**src/rtl/rcb_spi_master.sv**
```systemverilog
// rcb_spi_master
// SPI master (mode 0) issuing single 48-bit read/write frames to the RCB
// register slave. Frame word, MSB first: {rw, addr[14:0], data[31:0]}, where
// rw = 1 is a read. For reads the last 32 bits clocked in on miso become rdata.
//
// Ports
//   clk_100m  in   system clock
//   rst_n     in   synchronous active-low reset
//   start     in   frame request, accepted only while idle
//   rw        in   1 = read, 0 = write (sampled with start)
//   addr      in   15-bit register address (sampled with start)
//   wdata     in   32-bit write data (sampled with start)
//   busy      out  high from the cycle after accept until the inter-frame gap ends
//   done      out  1-cycle pulse as cs_n deasserts; rdata valid in that cycle
//   rdata     out  read data from the most recent read frame
//   sclk      out  SPI clock, idles low
//   cs_n      out  SPI chip select, active low
//   mosi      out  serial data to slave
//   miso      in   serial data from slave, asynchronous
//
// State table
//   state    | meaning
//   ST_IDLE  | waiting for start, cs_n high
//   ST_SETUP | cs_n low, sclk low, first bit on mosi
//   ST_SHIFT | 48 bit periods: CLK_DIV cycles sclk low, CLK_DIV cycles sclk high
//   ST_HOLD  | sclk low after the last falling edge, cs_n still low
//   ST_GAP   | cs_n high, busy, start ignored

module rcb_spi_master #(
    parameter int unsigned CLK_DIV  = 5,
    parameter int unsigned CS_SETUP = 4,
    parameter int unsigned CS_HOLD  = 4,
    parameter int unsigned CS_GAP   = 8
) (
    input  logic        clk_100m,
    input  logic        rst_n,
    input  logic        start,
    input  logic        rw,
    input  logic [14:0] addr,
    input  logic [31:0] wdata,
    output logic        busy,
    output logic        done,
    output logic [31:0] rdata,
    output logic        sclk,
    output logic        cs_n,
    output logic        mosi,
    input  logic        miso
);

    localparam logic [2:0] ST_IDLE  = 3'd0;
    localparam logic [2:0] ST_SETUP = 3'd1;
    localparam logic [2:0] ST_SHIFT = 3'd2;
    localparam logic [2:0] ST_HOLD  = 3'd3;
    localparam logic [2:0] ST_GAP   = 3'd4;

    // Down-counter reload values; each phase ends on the cycle the counter reads zero.
    localparam logic [7:0] DIV_LD   = 8'(CLK_DIV - 1);
    localparam logic [7:0] SETUP_LD = 8'(CS_SETUP - 1);
    localparam logic [7:0] HOLD_LD  = 8'(CS_HOLD - 1);
    localparam logic [7:0] GAP_LD   = 8'(CS_GAP - 1);
    localparam logic [5:0] LAST_BIT = 6'd47;

    logic [2:0]  state_q, state_d;
    logic [7:0]  cnt_q, cnt_d;
    logic [5:0]  bit_q, bit_d;
    // Bit 47 (rw) goes straight to mosi at accept, so only bits 46:0 are held.
    logic [46:0] sh_q, sh_d;
    // Only the last 32 sampled bits are ever used, so older bits fall off the top.
    logic [31:0] rx_q, rx_d;
    logic        rw_q, rw_d;
    logic        sclk_q, sclk_d;
    logic        cs_n_q, cs_n_d;
    logic        mosi_q, mosi_d;
    logic        busy_q, busy_d;
    logic        done_q, done_d;
    logic [31:0] rdata_q, rdata_d;
    logic        miso_s1_q, miso_s2_q;

    always_comb begin
        state_d = state_q;
        cnt_d   = cnt_q;
        bit_d   = bit_q;
        sh_d    = sh_q;
        rx_d    = rx_q;
        rw_d    = rw_q;
        sclk_d  = sclk_q;
        cs_n_d  = cs_n_q;
        mosi_d  = mosi_q;
        busy_d  = busy_q;
        done_d  = 1'b0;
        rdata_d = rdata_q;
        case (state_q)
            ST_IDLE: begin
                if (start) begin
                    state_d = ST_SETUP;
                    cnt_d   = SETUP_LD;
                    bit_d   = 6'd0;
                    sh_d    = {addr, wdata};
                    rw_d    = rw;
                    cs_n_d  = 1'b0;
                    busy_d  = 1'b1;
                    mosi_d  = rw;
                end
            end
            ST_SETUP: begin
                if (cnt_q == 8'd0) begin
                    state_d = ST_SHIFT;
                    cnt_d   = DIV_LD;
                end else begin
                    cnt_d = cnt_q - 8'd1;
                end
            end
            ST_SHIFT: begin
                if (cnt_q != 8'd0) begin
                    cnt_d = cnt_q - 8'd1;
                end else if (!sclk_q) begin
                    sclk_d = 1'b1;
                    cnt_d  = DIV_LD;
                end else begin
                    // Last high cycle: sample the synchronised miso, then fall.
                    // The two-flop lag is hidden because miso last moved a full
                    // low phase (>= 3 cycles) earlier.
                    sclk_d = 1'b0;
                    rx_d   = {rx_q[30:0], miso_s2_q};
                    if (bit_q == LAST_BIT) begin
                        state_d = ST_HOLD;
                        cnt_d   = HOLD_LD;
                    end else begin
                        bit_d  = bit_q + 6'd1;
                        mosi_d = sh_q[46];
                        sh_d   = {sh_q[45:0], 1'b0};
                        cnt_d  = DIV_LD;
                    end
                end
            end
            ST_HOLD: begin
                if (cnt_q == 8'd0) begin
                    state_d = ST_GAP;
                    cnt_d   = GAP_LD;
                    cs_n_d  = 1'b1;
                    mosi_d  = 1'b0;
                    done_d  = 1'b1;
                    if (rw_q) begin
                        rdata_d = rx_q;
                    end
                end else begin
                    cnt_d = cnt_q - 8'd1;
                end
            end
            ST_GAP: begin
                if (cnt_q == 8'd0) begin
                    state_d = ST_IDLE;
                    busy_d  = 1'b0;
                end else begin
                    cnt_d = cnt_q - 8'd1;
                end
            end
            default: begin
                state_d = ST_IDLE;
            end
        endcase
    end

    always_ff @(posedge clk_100m) begin
        if (!rst_n) begin
            state_q   <= ST_IDLE;
            cnt_q     <= 8'd0;
            bit_q     <= 6'd0;
            sh_q      <= '0;
            rx_q      <= '0;
            rw_q      <= 1'b0;
            sclk_q    <= 1'b0;
            cs_n_q    <= 1'b1;
            mosi_q    <= 1'b0;
            busy_q    <= 1'b0;
            done_q    <= 1'b0;
            rdata_q   <= '0;
            miso_s1_q <= 1'b0;
            miso_s2_q <= 1'b0;
        end else begin
            state_q   <= state_d;
            cnt_q     <= cnt_d;
            bit_q     <= bit_d;
            sh_q      <= sh_d;
            rx_q      <= rx_d;
            rw_q      <= rw_d;
            sclk_q    <= sclk_d;
            cs_n_q    <= cs_n_d;
            mosi_q    <= mosi_d;
            busy_q    <= busy_d;
            done_q    <= done_d;
            rdata_q   <= rdata_d;
            miso_s1_q <= miso;
            miso_s2_q <= miso_s1_q;
        end
    end

    assign busy  = busy_q;
    assign done  = done_q;
    assign rdata = rdata_q;
    assign sclk  = sclk_q;
    assign cs_n  = cs_n_q;
    assign mosi  = mosi_q;

endmodule

```
**config.mk**
```make
export PLATFORM = sky130hd
export DESIGN_NAME = rcb_spi_master
export DESIGN_NICKNAME = d
export VERILOG_FILES = /design/src/rtl/rcb_spi_master.sv
export SDC_FILE = /design/constraint.sdc
export NUM_CORES = 1
export LEC_CHECK = 0
export ABC_AREA = 1
export BUFFER_PORTS_ARGS = -buffer_cell sky130_fd_sc_hd__buf_2
export CAP_MARGIN = 10
export CORE_MARGIN = 5
export CORE_UTILIZATION = 51
export CTS_BUF_LIST = sky130_fd_sc_hd__clkbuf_16
export DETAILED_ROUTE_END_ITERATION = 16
export PLACE_DENSITY = 0.75
export RECOVER_POWER = 100
export SYNTH_ARGS = -nofsm -noshare
export SYNTH_HDL_FRONTEND = slang
export SYNTH_SLANG_ARGS = --single-unit
export TNS_END_PERCENT = 5
```
**constraint.sdc**
```tcl
create_clock -name clk_100m -period 1.5 [get_ports clk_100m]
set_input_delay 0.225 -clock clk_100m [delete_from_list [all_inputs] [get_ports clk_100m]]
set_output_delay 0.225 -clock clk_100m [all_outputs]
set_load 0.01 [all_outputs]
```
---- After elaboration in Yosys (flattened, before gate mapping) ----
Cells that the tools add are included.
storage, ports and cells
  bits of input ports ..................... 52
  bits in registers ....................... 136
operators by class
  add/subtract/negate cells ............... 2
  bitwise operators ....................... 1
  equality and inequality tests ........... 14
  mux-type cells .......................... 39
  reductions and logical operators ........ 19
operators with widths
  operator               number
  $mux W47               4
  $pmux W47 S2           1
  $mux W8                5
  $pmux W8 S5            1
  $mux W3                9
  $mux W6                4
  $ne A2 B2 Y1 const B   9
  $pmux W3 S5            1
  $reduce_and A3 Y1      5
  $pmux W6 S2            1
  $mux W1                10
  $logic_not A8 Y1       1
  $reduce_bool A8 Y1     1
  $sub A8 B1 Y8 const B  1
  $reduce_and A7 Y1      1
  $add A6 B1 Y6 const B  1
  $eq A3 B2 Y1 const B   2
  $eq A6 B6 Y1 const B   1
  $reduce_and A2 Y1      3
  $reduce_and A6 Y1      1
  $reduce_bool A2 Y1     3
  $reduce_and A5 Y1      1
  $reduce_bool A5 Y1     1
  $pmux W1 S2            2
  6 further kinds        6

---- Longest topological paths before layout ----
  depth in word-level cells ............... 5
  gate-level depth with buffers ........... 12
  gate-level depth less buffers ........... 11

---- Worst setup path after synthesis ----
OpenSTA, ideal clock, no wires.
  path type ............................... register -> register
  from .................................... register cnt_q[0]
  to ...................................... register sh_q[16]
  library setup time ...................... 0.113 ns
  stages on the path, launching flop included .. 12
  data arrival time ....................... 1.515 ns
  data required time ...................... 1.387 ns
  clock period less this slack ............ 1.628 ns
  path slack .............................. -0.128 ns
  cell sequence ........................... dfxtp_1 -> inv_1 -> ha_1 -> nand2_1 -> nor2_4 -> nand2_1 -> nand2_2 -> nand3_2 -> buf_6 -> buf_2 -> nor2_1 -> nor2_1
on the way
  longest elaborated chain between the ends .. 3
RTL lines
  what                         RTL line  text
  start: declaration           64        logic [7:0] cnt_q, cnt_d;
  start signal: assignment     182       cnt_q <= cnt_d;
  $reduce_bool A8 Y1           114       if (cnt_q != 8'd0) begin
  $ne A2 B2 Y1 (no line)       --
  $reduce_and A5 Y1 (no line)  --
  end signal: assignment       169       sh_q <= '0;
  end signal: assignment       184       sh_q <= sh_d;
  end: declaration             67        logic [46:0] sh_q, sh_d;
Every way passes these cells.
A chain may end at the register's enable or synchronous reset.

---- Worst setup path after layout ----
  from .................................... register cnt_q[1]
  to ...................................... register sh_q[43]
The elaborated chain is that of the path after synthesis.

==> results.tsv <==
metric	value	unit
Setup Skew	0.00570	ns
syn avg cell area	6.70	um2
Internal Dissipation	10.1	mW
yosys warns	0	
pin slew with the least headroom to its limit	0.436	ns
Max Slew Vio Count	0	
number of antenna violations at the first check in global routing	0	
Setup violations, final	70	
H-Tree Level Count	4	
CTS tree	done	
Period Utilization, post-route	1.07	
area of all placed cells without fillers	0.00802	mm2
Flop pwr share	0.302	
post-DP HPWL	8.32	mm
kind of start point of the critical path	register	
die extent in y	119	um
buffer cell driving the clock tree root	sky130_fd_sc_hd__clkbuf_16	
drt via density	4.82	
post-synth top area cell	sky130_fd_sc_hd__dfxtp_1	
post-placement cell area	0.00697	mm2
Required @ worst endpoint	1.85	ns
final core occ	0.676	
worst min-delay path class	input port to register	
Worst-path clk slew	0.06	ns
post-layout worst setup margin	-0.0990	ns
highest attainable clock frequency	625	MHz
# clock sinks	136	
timing startpoint of the critical path	cnt_q[1]	
TritonRoute pass-1 iters	4	
Power, Total	15.8	mW
layout cells sized above 1	0.201	
Yosys reg bits	136	
number of placed cells counting well taps	1150	
sequential element share of the synthesized area	0.447	
leakage power	3.69	nW
average wire length per cell after detail routing	11.9	um
final layout net count	1091	
Setup WS pre-CTS	-0.151	ns
Mapped Nets	965	
worst reg2reg path startpoint	cnt_q[1]	
most instantiated cells after synthesis	205 x sky130_fd_sc_hd__nand2_1, 141 x sky130_fd_sc_hd__inv_1, 136 x sky130_fd_sc_hd__dfxtp_1	
Initial DRC Count	389	
layout overhead on the synthesized area	31.7	%
dominant synthesized flop cell	sky130_fd_sc_hd__dfxtp_1	
Clk network pwr share	0.289	
Critical Path End Type	register	
die boundary width	119	um
number of synthesized flops with an enable pin	0	
first-pass GRT wire length	21.9	mm
total global routing track utilization	0.185	
Tmin final	1.60	ns
maximum number of pins on one net before global-route repair	70	
via total after detailed routing	5759	
number of unique standard cell types used by synthesis	28	
IR Drop Worst-Case VDD	1.12	mV
Pwr per Cell Area	1970	mW/mm2
share of async-settable or async-resettable flops after synthesis	0	
core footprint	0.0119	mm2
unrepaired setup endpoints after global routing	yes	
detailed-route DRC error count	0	
cell types with the largest area share after synthesis	sky130_fd_sc_hd__dfxtp_1 45%, sky130_fd_sc_hd__nand2_1 13%, sky130_fd_sc_hd__o21ai_0 9.7%	
final cell count without fillers	1195	
# port buffers	88	
status	finished with violations	
aggregate negative setup slack	-2.58	ns
vias in the first global route	5015	
wirelength, routed	14.2	mm
Diodes inserted	0	
worst rel slew slack	0.709	
Congestion Overflow GR	0	
switching part of the total	0.360	
floorplan die area	0.0142	mm2
reported max-cap violation count	0	
total clock buffers created by CTS	17	
row count	40	
portion of total power attributed to combinational logic	0.409	
fraction of synthesized cell area taken by the top area cell type	0.447	
global placement routability congestion	0.881	
failing checks	negative setup slack	
kind of critical path	register to register	
Clk Latency, worst-skew pair	0.42	ns
total net switching power	5.68	mW
Post-Syn Area	0.00609	mm2
cell with the most instances after synthesis	sky130_fd_sc_hd__nand2_1	
ANT nets after route	0	
maximum net fanout on the critical path	13	
critical hold path startpoint	wdata[0]	
post-synthesis instance total	910	
data arrival time at the worst-slack endpoint	1.95	ns
maximum root-to-sink buffer count	2	
Fin. Hold Viols	0	
Boundary Pins	89	
hold slack	0.0911	ns
starting density of the core	0.514	
-- power by group through the flow --
stage	logic (mW)	registers, mW	clock network [mW]
floorplan	4.06	4.79	0
global route	7.32	4.84	4.82
global placement	5.18	4.77	0
finish	6.46	4.76	4.57
detailed placement	5.23	4.81	0
CTS	5.47	4.75	4.64
-- state kept, by name (all words and copies together), names as in the netlist, 3 cells and up --
register and flops:
sh_q 47, rdata 32, rx_q 32, cnt_q 8, bit_q 6, state_q 3
-- cell type report --
| cell class | count | area (um2) |
|---|---|---|
| repair buffers | 153 | 1110 |
| fillers | 1043 | 3840 |
| clock buffers | 17 | 425 |
| inverters | 147 | 559 |
| clock inverters | 14 | 221 |
| multi-input cells | 581 | 2790 |
| well taps | 147 | 184 |
| flip-flops and latches | 136 | 2730 |
-- cell usage in the layout (no fill, tap or decap), types with 3 or more instances in the layout --
cell,n
sky130_fd_sc_hd__nor2_1,114
sky130_fd_sc_hd__dfxtp_2,7
sky130_fd_sc_hd__nand2_4,9
sky130_fd_sc_hd__inv_6,5
sky130_fd_sc_hd__o21ai_2,10
sky130_fd_sc_hd__o21ai_0,61
sky130_fd_sc_hd__buf_2,51
sky130_fd_sc_hd__nand2_2,5
sky130_fd_sc_hd__a21oi_1,73
sky130_fd_sc_hd__clkbuf_1,36
sky130_fd_sc_hd__clkbuf_16,24
sky130_fd_sc_hd__buf_12,6
sky130_fd_sc_hd__inv_1,138
sky130_fd_sc_hd__a21oi_2,3
sky130_fd_sc_hd__o21ai_1,52
sky130_fd_sc_hd__dfxtp_1,129
sky130_fd_sc_hd__nand2_1,196
sky130_fd_sc_hd__inv_2,6
sky130_fd_sc_hd__nand3_1,18
sky130_fd_sc_hd__buf_6,7
sky130_fd_sc_hd__nor2_4,4
sky130_fd_sc_hd__bufinv_16,5
sky130_fd_sc_hd__nor2_2,12
sky130_fd_sc_hd__nand4_1,6
sky130_fd_sc_hd__buf_4,44
sky130_fd_sc_hd__nor3_1,3
-- critical path, stage by stage (launching register included) --
cell	delay, ns
sky130_fd_sc_hd__dfxtp_2	0.32
sky130_fd_sc_hd__inv_2	0.07
sky130_fd_sc_hd__ha_4	0.14
sky130_fd_sc_hd__nand2_4	0.05
sky130_fd_sc_hd__nor2_4	0.13
sky130_fd_sc_hd__nand2_2	0.08
sky130_fd_sc_hd__nand2_4	0.11
sky130_fd_sc_hd__nand3_4	0.18
sky130_fd_sc_hd__clkbuf_16	0.24
sky130_fd_sc_hd__nand2_1	0.06
sky130_fd_sc_hd__nand2_1	0.04
sky130_fd_sc_hd__nor2_1	0.10
-- worst paths after layout --
check / depth (start not counted) / slack [ns] / endpoint
worst min-delay path: 3 / 0.09 / sh_q[0]
worst max-delay path: 11 / -0.1 / sh_q[43]
worst max register to register: 11 / -0.1 / sh_q[43]
worst min register to register: 2 / 0.44 / rx_q[31]
-- logic make-up (layout without fill, tap and decap cells) --
| kind of cell | after synthesis | count (layout) | share of synthesized area |
|---|---|---|---|
| adders and majority gates | 3 | 3 | 0.00616 |
| and+or+nand+nor | 371 | 372 | 0.243 |
| xor gates and xnor gates | 3 | 3 | 0.00431 |
| AOI/OAI and AO/OA | 203 | 203 | 0.169 |
| DFF | 136 | 136 | 0.447 |
| buffers and inverters | 194 | 331 | 0.131 |
-- routing by layer --
metal / share of wire / global-route usage / vias up
met4: 0.017 / 0.0816 / 0
met1: 0.47 / 0.227 / 2548
met5: 0 / 0 / -
met3: 0.044 / 0.0560 / 21
li1: - / - / 3088
met2: 0.47 / 0.301 / 102
-- repair_timing --
action	4_1_cts	5_1_grt
gates cloned	0	9
buffers inserted	3	1
gates resized for setup	35	86
hold endpoints to repair	1	0
hold buffers	1	0
pin swaps	4	7
endpoints found under the setup margin	127	129
No activity file was read; power rests on OpenSTA's default activity.
